[src/rtl/led_nibble_sequencer.sv]
// LED nibble sequencer: buffers received nibbles in a small circular FIFO and
// shows each one on the LEDs for a fixed number of clock cycles, back-to-back
// while more are queued. A sticky flag records nibbles dropped on a full FIFO.
module led_nibble_sequencer #(
    parameter int unsigned HOLD_CYCLES = 25000000,
    parameter int unsigned FIFO_DEPTH  = 4
) (
    input  logic                          clk,
    input  logic                          reset,
    input  logic [3:0]                    rx_data,
    input  logic                          rx_done,
    input  logic                          ovf_clear,
    output logic [3:0]                    led,
    output logic                          busy,
    output logic                          overflow,
    output logic [$clog2(FIFO_DEPTH):0]   fifo_count
);

    localparam int unsigned PtrW = $clog2(FIFO_DEPTH);
    localparam int unsigned CntW = $clog2(HOLD_CYCLES);
    localparam logic [CntW-1:0] HoldLoad = CntW'(HOLD_CYCLES - 1);
    localparam logic [PtrW:0]   DepthVal = (PtrW + 1)'(FIFO_DEPTH);

    typedef enum logic {StIdle, StShow} state_e;

    state_e            state_q, state_d;
    logic [PtrW-1:0]   rd_ptr_q, rd_ptr_d;
    logic [PtrW-1:0]   wr_ptr_q, wr_ptr_d;
    logic [PtrW:0]     count_q, count_d;
    logic [CntW-1:0]   hold_q, hold_d;
    logic [3:0]        led_q, led_d;
    logic              ovf_q, ovf_d;
    logic [3:0]        mem_q [FIFO_DEPTH];

    logic              pop;
    logic              push;
    logic              drop;
    logic              full;
    logic              nonempty;

    // Next-state: display FSM, FIFO pointers/occupancy and overflow flag.
    always_comb begin
        state_d  = state_q;
        rd_ptr_d = rd_ptr_q;
        wr_ptr_d = wr_ptr_q;
        count_d  = count_q;
        hold_d   = hold_q;
        led_d    = led_q;
        ovf_d    = ovf_q;
        pop      = 1'b0;

        // Pop decisions use the registered occupancy, so a nibble pushed this
        // cycle can never be the one popped this cycle.
        nonempty = (count_q != '0);
        full     = (count_q == DepthVal);

        unique case (state_q)
            StIdle: begin
                if (nonempty) begin
                    pop     = 1'b1;
                    hold_d  = HoldLoad;
                    state_d = StShow;
                end
            end
            StShow: begin
                if (hold_q == '0) begin
                    if (nonempty) begin
                        pop    = 1'b1;
                        hold_d = HoldLoad;
                    end else begin
                        state_d = StIdle;
                    end
                end else begin
                    hold_d = hold_q - CntW'(1);
                end
            end
            default: state_d = StIdle;
        endcase

        if (pop) begin
            led_d    = mem_q[rd_ptr_q];
            rd_ptr_d = rd_ptr_q + PtrW'(1);
        end

        push = rx_done && (!full || pop);
        drop = rx_done && full && !pop;

        if (push) begin
            wr_ptr_d = wr_ptr_q + PtrW'(1);
        end

        unique case ({push, pop})
            2'b10:   count_d = count_q + (PtrW + 1)'(1);
            2'b01:   count_d = count_q - (PtrW + 1)'(1);
            default: count_d = count_q;
        endcase

        // A drop in the same cycle as a clear wins.
        if (drop) begin
            ovf_d = 1'b1;
        end else if (ovf_clear) begin
            ovf_d = 1'b0;
        end
    end

    // Control state with asynchronous reset.
    always_ff @(posedge clk or posedge reset) begin
        if (reset) begin
            state_q  <= StIdle;
            rd_ptr_q <= '0;
            wr_ptr_q <= '0;
            count_q  <= '0;
            hold_q   <= '0;
            led_q    <= 4'b0000;
            ovf_q    <= 1'b0;
        end else begin
            state_q  <= state_d;
            rd_ptr_q <= rd_ptr_d;
            wr_ptr_q <= wr_ptr_d;
            count_q  <= count_d;
            hold_q   <= hold_d;
            led_q    <= led_d;
            ovf_q    <= ovf_d;
        end
    end

    // Storage has no reset; emptiness is defined by the pointers/count alone.
    always_ff @(posedge clk) begin
        if (push && !reset) begin
            mem_q[wr_ptr_q] <= rx_data;
        end
    end

    assign led        = led_q;
    assign busy       = (state_q == StShow);
    assign overflow   = ovf_q;
    assign fifo_count = count_q;

endmodule
[config.mk]
export PLATFORM = sky130hd
export DESIGN_NAME = led_nibble_sequencer
export DESIGN_NICKNAME = d
export VERILOG_FILES = /design/src/rtl/led_nibble_sequencer.sv
export SDC_FILE = /design/constraint.sdc
export NUM_CORES = 1
export LEC_CHECK = 0
export ABC_AREA = 1
export BUFFER_PORTS_ARGS = -buffer_cell sky130_fd_sc_hd__buf_2
export CORE_MARGIN = 5
export CORE_UTILIZATION = 50
export CTS_BUF_LIST = sky130_fd_sc_hd__clkbuf_4 sky130_fd_sc_hd__clkbuf_8 sky130_fd_sc_hd__clkbuf_16
export CTS_CLUSTER_SIZE = 30
export DETAILED_ROUTE_END_ITERATION = 8
export GPL_TIMING_DRIVEN = 0
export PLACE_DENSITY = 0.64
export SETUP_SLACK_MARGIN = 0.5
export SYNTH_ARGS = -nofsm -noshare
export SYNTH_HDL_FRONTEND = slang
export SYNTH_SLANG_ARGS = --single-unit
[constraint.sdc]
create_clock -name clk -period 2.9 [get_ports clk]
set_clock_uncertainty 0.1 [all_clocks]
set_input_delay 0.58 -clock clk [delete_from_list [all_inputs] [get_ports clk]]
set_output_delay 0.58 -clock clk [all_outputs]
set_load 0.05 [all_outputs]
[After elaboration in Yosys (flattened, before gate mapping)]
Memories as Yosys holds them, arrays and structs flattened. A register that Yosys moved wholly into a read port is not among the register bits.
Cells that the tools add are included.
Operators by class
  bitwise logic cells: 1
  muxes and demuxes: 13
  eq/ne operators: 3
  reduce and logical (&&, ||, !) cells: 12
  $add $sub $neg: 5
Operators by type and width (count)
  25-bit 2-to-1 mux: 2
  25-bit one-hot mux with 2 select lines: 1
  25-bit zero test: 1
  25-bit by 1-bit subtractor with 25-bit output (second input constant): 1
  1-bit 2-to-1 mux: 7
  3-bit one-hot mux with 2 select lines: 1
  2-bit by 1-bit adder with 2-bit output (second input constant): 2
  1-bit logical AND: 4
  1-bit one-hot mux with 2 select lines: 2
  2-bit nonzero test: 2
  3-bit by 1-bit adder with 3-bit output (second input constant): 1
  3-bit == test (second input constant): 1
  1-bit zero test: 3
  3-bit nonzero test: 1
  3-bit by 1-bit subtractor with 3-bit output (second input constant): 1
  2-bit by 1-bit == test with 1-bit output (second input constant): 1
  2-bit == test (second input constant): 1
  1-bit logical OR: 1
  1-bit NOT: 1
Word-level totals
  flip-flop bits (word level): 34
  logic and storage cells: 41
  input port bits: 8
  memories kept: 1
  bits in writable memories: 16
Memories
  mem_q: words 4, width 4, read ports 1, clocked after Yosys merged registers in 1, write ports 1, RTL line 33  | logic [3:0] mem_q [FIFO_DEPTH];

[Logic depth before layout (Yosys ltp)]
Gate-level depths: netlist (run 1).
  word-level depth: 9
  mapped depth: 16

[Least setup slack after synthesis (run 1)]
No wires, ideal clock.
  path kind: input to register
  start point: input reset
  end point: memory mem_q[0][0] (enable)
  path slack: 544 ps
  stages: 3
  arrival: 1926 ps
  path buffers: 0
  cells stage by stage: inv_1 > nand3_1 > nor2_1
Between the ends
  longest elaborated chain between the ends: 4
RTL lines
  start: declaration: RTL line 9  | input logic reset,
  1-bit zero test: RTL line 129  | if (push && !reset) begin
  1-bit logical AND: RTL line 129
  1-bit 2-to-1 mux: RTL line 129
  1-bit 2-to-1 mux (implied by the code): RTL line 130  | mem_q[wr_ptr_q] <= rx_data;
  end: declaration: RTL line 33
No other way between the ends.

[Final worst setup path (run 1)]
  start point: register hold_q[1]
  end point: register count_q[1], in the netlist fifo_count[1]
Between the ends
  longest elaborated chain between the ends: 7
RTL lines
  start: declaration: RTL line 30  | logic [CntW-1:0] hold_q, hold_d;
  start signal: assignment: RTL line 121  | hold_q <= hold_d;
  25-bit zero test *: RTL line 66  | if (hold_q == '0) begin
  1-bit 2-to-1 mux *: RTL line 66
  1-bit one-hot mux with 2 select lines *: RTL line 57  | unique case (state_q)
  1-bit logical OR: RTL line 85  | push = rx_done && (!full || pop);
  1-bit logical AND: RTL line 85
  2-bit by 1-bit == test with 1-bit output or 2-bit == test (tied branches): RTL line 92  | unique case ({push, pop})
  3-bit one-hot mux with 2 select lines or 2-bit nonzero test (tied branches)
  end signal: assignment: RTL line 120  | count_q <= count_d;
  end: declaration: RTL line 29  | logic [PtrW:0] count_q, count_d;
Every way passes the cells marked *; elsewhere a longest branch is shown, timed or not.
A chain may end at the register's enable or synchronous reset.

==> results.ini, run 1 <==
[timing]
setup_viol=0
hold_viol=0
relSlewSlack_pct=42.7
rsz0062_at_grt=no
slew_violations=0
fin_crit_sh_pct=78.3
tightest_slew_ns=0.859
fin_crit_ns=2.27
hold_slack_ns=0.342
fmax_mhz=440

[synthesis]
ys_top_cells_by_area=dfrtp_1 34%, edfxtp_1 17%, nor2_1 8.7%, nand2_1 6.3%, inv_1 4.3%
ys_types=32
netlist_area_um2=2810
yosysTopAreaCell=dfrtp_1
netlist_instances=328
synth-seq-cells=54
yosys_warnings=0
syn_avg_cell_area_um2=8.57
ys_seq_area_share_pct=50.9
syn-num-nets=343
synth_top_area_share_pct=33.8

[power_and_ir_drop]
p_per_area_nw_per_um2=539
swShare_pct=34.5
p_int_uw=1130
leakage_uw=0.00135
pwr-share-clk_pct=25.4
pwr-share-comb_pct=23.0
seqPwrFrac_pct=51.6
ir_drop_mv=0.502
power_switching_uw=592

[drt]
via_per_inst=5.00
wl_um=5530
remaining_drc_errors=0
vias=2151
dr.pass1.iters=4
wire_per_inst_um=12.9
postRouteAntennaNets=0
drt_iter0_drc=126

[global_route]
antenna_found_initial=0
track_usage_pct=16.3
grt_pass1_wl_um=9650
grt_pass1_vias=2064
grt_max_degree=40
gr-total-overflow=0

[clock_network]
cts_max_path_buffers=2
clk_latency_ns=0.31
cts_tree=yes
htreeDepth=2
cts-root-buf=clkbuf_8
clkSlewWorstSetupHoldPaths_ns=0.10
clock-sinks=54
cts_made_buffers=5

[cells_and_area]
final_cell_mix=60 x nor2_1, 46 x nand2_1, 38 x dfrtp_1, 29 x inv_1, 20 x o21ai_1
fillers=524
finalNetCount=372
final_common_cell=nor2_1
final_area_um2=3180
post_route_cells_drive_above_1_share_pct=20.1
antenna_cells=0
area_delta_synth_final_pct=13.2

[setup_path]
crit_required_ns=3.00
crit_fanout=4
critPathKind=flop to flop
critPathLaunchType=flop
critical_path_arrival_ns=2.37
cp-end-kind=flop

[placed_design]
gp_congestion=0.824
post_dp_cell_area_um2=2980
dpl.hpwl_um=3960
io_buffers=16

[job]
cap_violations=0

[floorplanning]
start_util_pct=51.4
fp.coreArea_um2=5470
die_w_um=85.0
die_h_um=85.0
rows=27
num_io_pins=17
die-area_um2=7220

[outcome]
status=finished clean

[worst_hold_path]
hp-class=primary input to async pin

-- path summary, 6_finish.rpt --
kind,start,end,slack (ns),cells past startpoint
max in group asynchronous,reset,hold_q[10],1.82,2
worst max-delay path,hold_q[1],fifo_count[1],0.63,14
min in group clk,ovf_clear,overflow,0.34,2
worst max register to register,hold_q[1],fifo_count[1],0.63,14
worst min-delay path,reset,fifo_count[0],0.34,2
worst min register to register,hold_q[24],hold_q[24],0.41,1
-- layer usage --
layer | share of wire (%) | vias to the layer above | global-route usage (%)
met1 | 46 | 985 | 21.1
met4 | 0.80 | 0 | 3.88
met2 | 51 | 26 | 28.7
met5 | 0 | - | 0
met3 | 2.5 | 4 | 2.33
li1 | - | 1136 | -
-- power groups by stage --
stage / Sequential (uW) / Clock [uW] / Combinational, uW
2_1_floorplan: 988 / 0 / 187
3_3_place_gp: 899 / 0 / 349
3_5_place_dp: 903 / 0 / 363
4_1_cts: 887 / 447 / 390
5_1_grt: 896 / 480 / 442
6_report: 886 / 436 / 395
-- timing repair --
item                       CTS  global route
pin swaps                    0             2
setup endpoints to repair   18            18
hold buffers                 0             0
buffers inserted             1             5
gates cloned                 0             0
gates resized for setup     10             7
-- Yosys cell counts --
cell	count
nand4_1	3
o21ai_1	20
nand3b_2	1
xor2_1	2
o31ai_1	1
nand3b_1	2
fa_1	1
nor3_1	7
a31oi_1	4
or2_2	1
nand4_2	1
nor2_1	65
ha_1	6
nor2_2	8
nand3_2	3
inv_2	4
nand3_1	19
nand2_4	2
nor2_4	3
or2_0	1
o21ai_0	16
clkinv_2	1
nand3_4	1
dfrtp_1	38
nand2_1	47
a21oi_1	14
buf_6	3
clkbuf_1	2
inv_1	32
edfxtp_1	16
nand2_2	3
mux2i_1	1
-- sequential cells by signal (all words and copies together), names as in the netlist --
register and count:
busy 1, mem_q 16, fifo_count 3, rd_ptr_q 2, overflow 1, wr_ptr_q 2
led 4, hold_q 25
-- critical path, cell delays in order, from the launching register on --
cell	delay, ns
dfrtp_1	0.43
inv_2	0.07
ha_1	0.13
inv_1	0.04
nor2_2	0.10
nand2_2	0.07
nor2_4	0.14
nand3_4	0.11
nand2_4	0.10
buf_8	0.12
nand3b_4	0.09
fa_2	0.53
inv_1	0.03
nand2_1	0.05
o21ai_1	0.06
-- layout make-up --
class,instances,area [um2],area share [%]
inverters,37,140,4.40
clock inverters,3,25.0,0.786
flip-flops and latches,54,1430,45.0
multi-input cells,232,1260,39.5
clock buffers,5,68.8,2.16
plain buffers,5,45.0,1.42
well taps,72,90.1,2.83
repair buffers,22,125,3.93
-- cells by family after synthesis --
| group | Yosys count | share of synthesized area [%] |
|---|---|---|
| multiplexers | 1 | 0.356 |
| adder cells (fa/ha/maj) | 7 | 3.38 |
| XOR/XNOR | 2 | 0.623 |
| AND/OR/NAND/NOR | 167 | 28.2 |
| buffers and inverters | 42 | 6.45 |
| AO/OA/AOI/OAI | 55 | 10.1 |
| flip-flops | 54 | 50.9 |
-- through the flow --
step / TNS [ns] / setup WS [ns] / util, % / total power (uW) / std cells
6_report: 0 / 0.629 / 58.2 / 1720 / 430
5_1_grt: 0 / 0.485 / 58.2 / 1820 / 430
4_1_cts: 0 / 0.502 / 57.0 / 1720 / 425
3_5_place_dp: 0 / 0.292 / 54.5 / 1270 / 416
3_3_place_gp: -3.19 / -0.225 / 54.5 / 1250 / 416
2_1_floorplan: 0 / 0.544 / - / 1180 / 328
Power figures use the tool's default switching activity.
==> run 2, diff against run 1 <==
--- a/config.mk
+++ b/config.mk
@@ -5,7 +5,7 @@
 export SDC_FILE = /design/constraint.sdc
 export NUM_CORES = 1
 export LEC_CHECK = 0
-export ABC_AREA = 1
+export ABC_AREA = 0
 export BUFFER_PORTS_ARGS = -buffer_cell sky130_fd_sc_hd__buf_2
 export CORE_MARGIN = 5
 export CORE_UTILIZATION = 50
@@ -13,7 +13,7 @@
 export CTS_CLUSTER_SIZE = 30
 export DETAILED_ROUTE_END_ITERATION = 8
 export GPL_TIMING_DRIVEN = 0
-export PLACE_DENSITY = 0.64
+export PLACE_DENSITY = 0.66
 export SETUP_SLACK_MARGIN = 0.5
 export SYNTH_ARGS = -nofsm -noshare
 export SYNTH_HDL_FRONTEND = slang
==> constraint.sdc (replaced) <==
create_clock -name clk -period 1.9 [get_ports clk]
set_clock_uncertainty 0.1 [all_clocks]
set_input_delay 0.38 -clock clk [delete_from_list [all_inputs] [get_ports clk]]
set_output_delay 0.38 -clock clk [all_outputs]
set_load 0.05 [all_outputs]
==> results.ini, run 2 <==
[synthesis]
synth_xor_area_share_pct=1.83
ys_top_cells_by_area=dfrtp_1 33%, edfxtp_1 17%, mux4_2 3.1%, ha_1 2.6%, nor3_1 2.1%
syn_avg_cell_area_um2=11.6
synth-simple-area-share_pct=16.9
synth.area.mux_share_pct=6.50
async_reset_ff_share_pct=70.4
ys_top_cells_by_count=38 x dfrtp_1, 16 x edfxtp_1, 13 x nor2_1, 12 x inv_1, 12 x nor3_1
yosys_warnings=0
yosysTopAreaCell=dfrtp_1
synth_compound_area_share_pct=16.8
netlist_area_um2=2870
yosysMostFrequentCell=dfrtp_1
synthAdderAreaFrac_pct=3.32
synth_top_family_by_area=simple AND/OR/NAND/NOR gates
ys_seq_area_share_pct=49.9
synth-seq-cells=54
synth_top_area_share_pct=33.2
ys_types=56
synth_edf_count=16
syn-num-nets=262
synth_ff_type=dfrtp_1
netlist_instances=247

[drt]
wire_per_inst_um=18.8
postRouteAntennaNets=0
vias=2321
via_per_inst=5.97
dr.pass1.iters=4
drt_iter0_drc=176
wl_um=7310
remaining_drc_errors=0

[clock_network]
cts-root-buf=clkbuf_8
clkSlewWorstSetupHoldPaths_ns=0.10
ctsHoldBuffers=0
clock-sinks=54
cts_tree=yes
cts_made_buffers=5
cts_max_path_buffers=2
clk_latency_ns=0.31
htreeDepth=2

[floorplanning]
die_w_um=85.7
start_util_pct=51.7
fp.coreArea_um2=5540
num_io_pins=17
die-area_um2=7350
die_h_um=85.7
rows=27

[global_route]
antenna_found_initial=0
gr-total-overflow=0
grt_max_degree=39
grt_pass1_wl_um=11000
grt_pass1_vias=2259
track_usage_pct=19.3

[setup_path]
cp-end-kind=flop
critPathKind=flop to flop
critPathLaunchType=flop
critical_path_arrival_ns=3.28
crit_fanout=3
crit_required_ns=2.00

[timing]
tightest_slew_ns=1.05
setup_viol=54
fin_crit_ns=3.19
fmax_mhz=314
hold_slack_ns=0.147
rsz0062_at_grt=yes
fin_crit_sh_pct=168
relSlewSlack_pct=29.5
hold_viol=0
tns_ns=-53.83
slew_violations=0
fin_ws_ns=-1.29

[placed_design]
dpl.hpwl_um=4190
gp_congestion=0.772
io_buffers=15

[outcome]
violations=setup timing
status=complete, but fails checks

[cells_and_area]
area_delta_synth_final_pct=39.2
final_common_cell=dfrtp_1
largest_register_ffs=25
top_register=hold_q
antenna_cells=0
post_route_cells_drive_above_1_share_pct=47.3
finalNetCount=331
final_cell_mix=35 x dfrtp_1, 31 x buf_4, 19 x buf_6, 16 x edfxtp_1

[power_and_ir_drop]
p_per_area_nw_per_um2=1060
leakage_uw=0.00161
ir_drop_mv=0.990

[worst_hold_path]
hp-class=primary input to flop

[job]
cap_violations=0

-- run 2: cell count changes after synthesis, sizes merged, moves of 7 or more --
cell   before  now
nor4        0    7
o21ai      36   13
or4         0    8
inv        36   12
buf         3   10
o31ai       1    9
nor2       76   15
nand2      52    7
nand3      23    2
-- run 2: path summary, 6_finish.rpt --
kind	start	to	slack, ns	depth (start not counted)
max reg2reg	hold_q[4]	fifo_count[2]	-1.29	13
min reg2reg	led[2]	led[2]	0.42	1
max in group asynchronous	reset	fifo_count[1]	0.87	2
min in group asynchronous	reset	wr_ptr_q[1]	0.24	2
max	hold_q[4]	fifo_count[2]	-1.29	13
min	ovf_clear	overflow	0.15	2
-- run 2: where the power goes --
| group | leakage, uW | internal, uW | switching, uW |
|---|---|---|---|
| sequential | 0.000589 | 1460 | 317 |
| clock | 0.0000416 | 254 | 382 |
| combinational | 0.000978 | 896 | 923 |
| total | 0.00161 | 2610 | 1620 |
-- run 2: critical path, cell delays in order, from the launching register on --
cell	delay, ns
dfrtp_1	0.39
buf_6	0.12
or4_4	0.54
or4_4	0.44
buf_6	0.14
o21a_1	0.18
buf_6	0.13
nor2_8	0.09
nand2_2	0.07
fa_2	0.38
buf_4	0.15
nand2_1	0.05
mux2i_1	0.06
a221o_1	0.25
-- run 2: logic make-up (layout without fill, tap and decap cells) --
kind of cell,count (synthesis),count (layout)
fa+ha+maj,7,7
buf+inv,26,96
compound gates,64,64
mux,13,13
flops,54,54
xor+xnor,6,6
simple gates,77,77
-- run 2: metal layers --
| layer | GRT usage, % | vias to the layer above | routed length, um |
|---|---|---|---|
| met5 | 0 | - | 0 |
| met4 | 7.48 | 0 | 123 |
| met3 | 3.17 | 13 | 231 |
| met2 | 30.9 | 38 | 3540 |
| met1 | 26.2 | 1174 | 3410 |
| li1 | - | 1096 | - |
-- run 2: layout make-up --
class	instances	area, um2
buffer	14	129
clock buffer	5	68.8
clock inverter	3	16.3
fill	379	1550
inverter	12	45.0
multi-input combinational	167	1580
sequential	54	1440
tap	72	90.1
timing repair buffer	62	624
-- run 2: through the flow --
| stage | instances | instance area (um2) | worst slack (ns) | total power, uW | utilization [%] |
|---|---|---|---|---|---|
| floorplan | 247 | 2950 | -1.25 | 2740 | - |
| global placement | 334 | 3120 | -1.49 | 3010 | 56.3 |
| detailed placement | 334 | 3120 | -1.57 | 3050 | 56.3 |
| CTS | 365 | 3560 | -1.33 | 3890 | 64.2 |
| global route | 389 | 3990 | -1.39 | 4490 | 72.0 |
| finish | 389 | 3990 | -1.29 | 4230 | 72.0 |
-- run 2: what timing repair did --
action,CTS,global route
cloned,1,3
pin swaps,13,18
resized for setup,34,50
setup endpoints to repair,63,61
buffers inserted,22,21
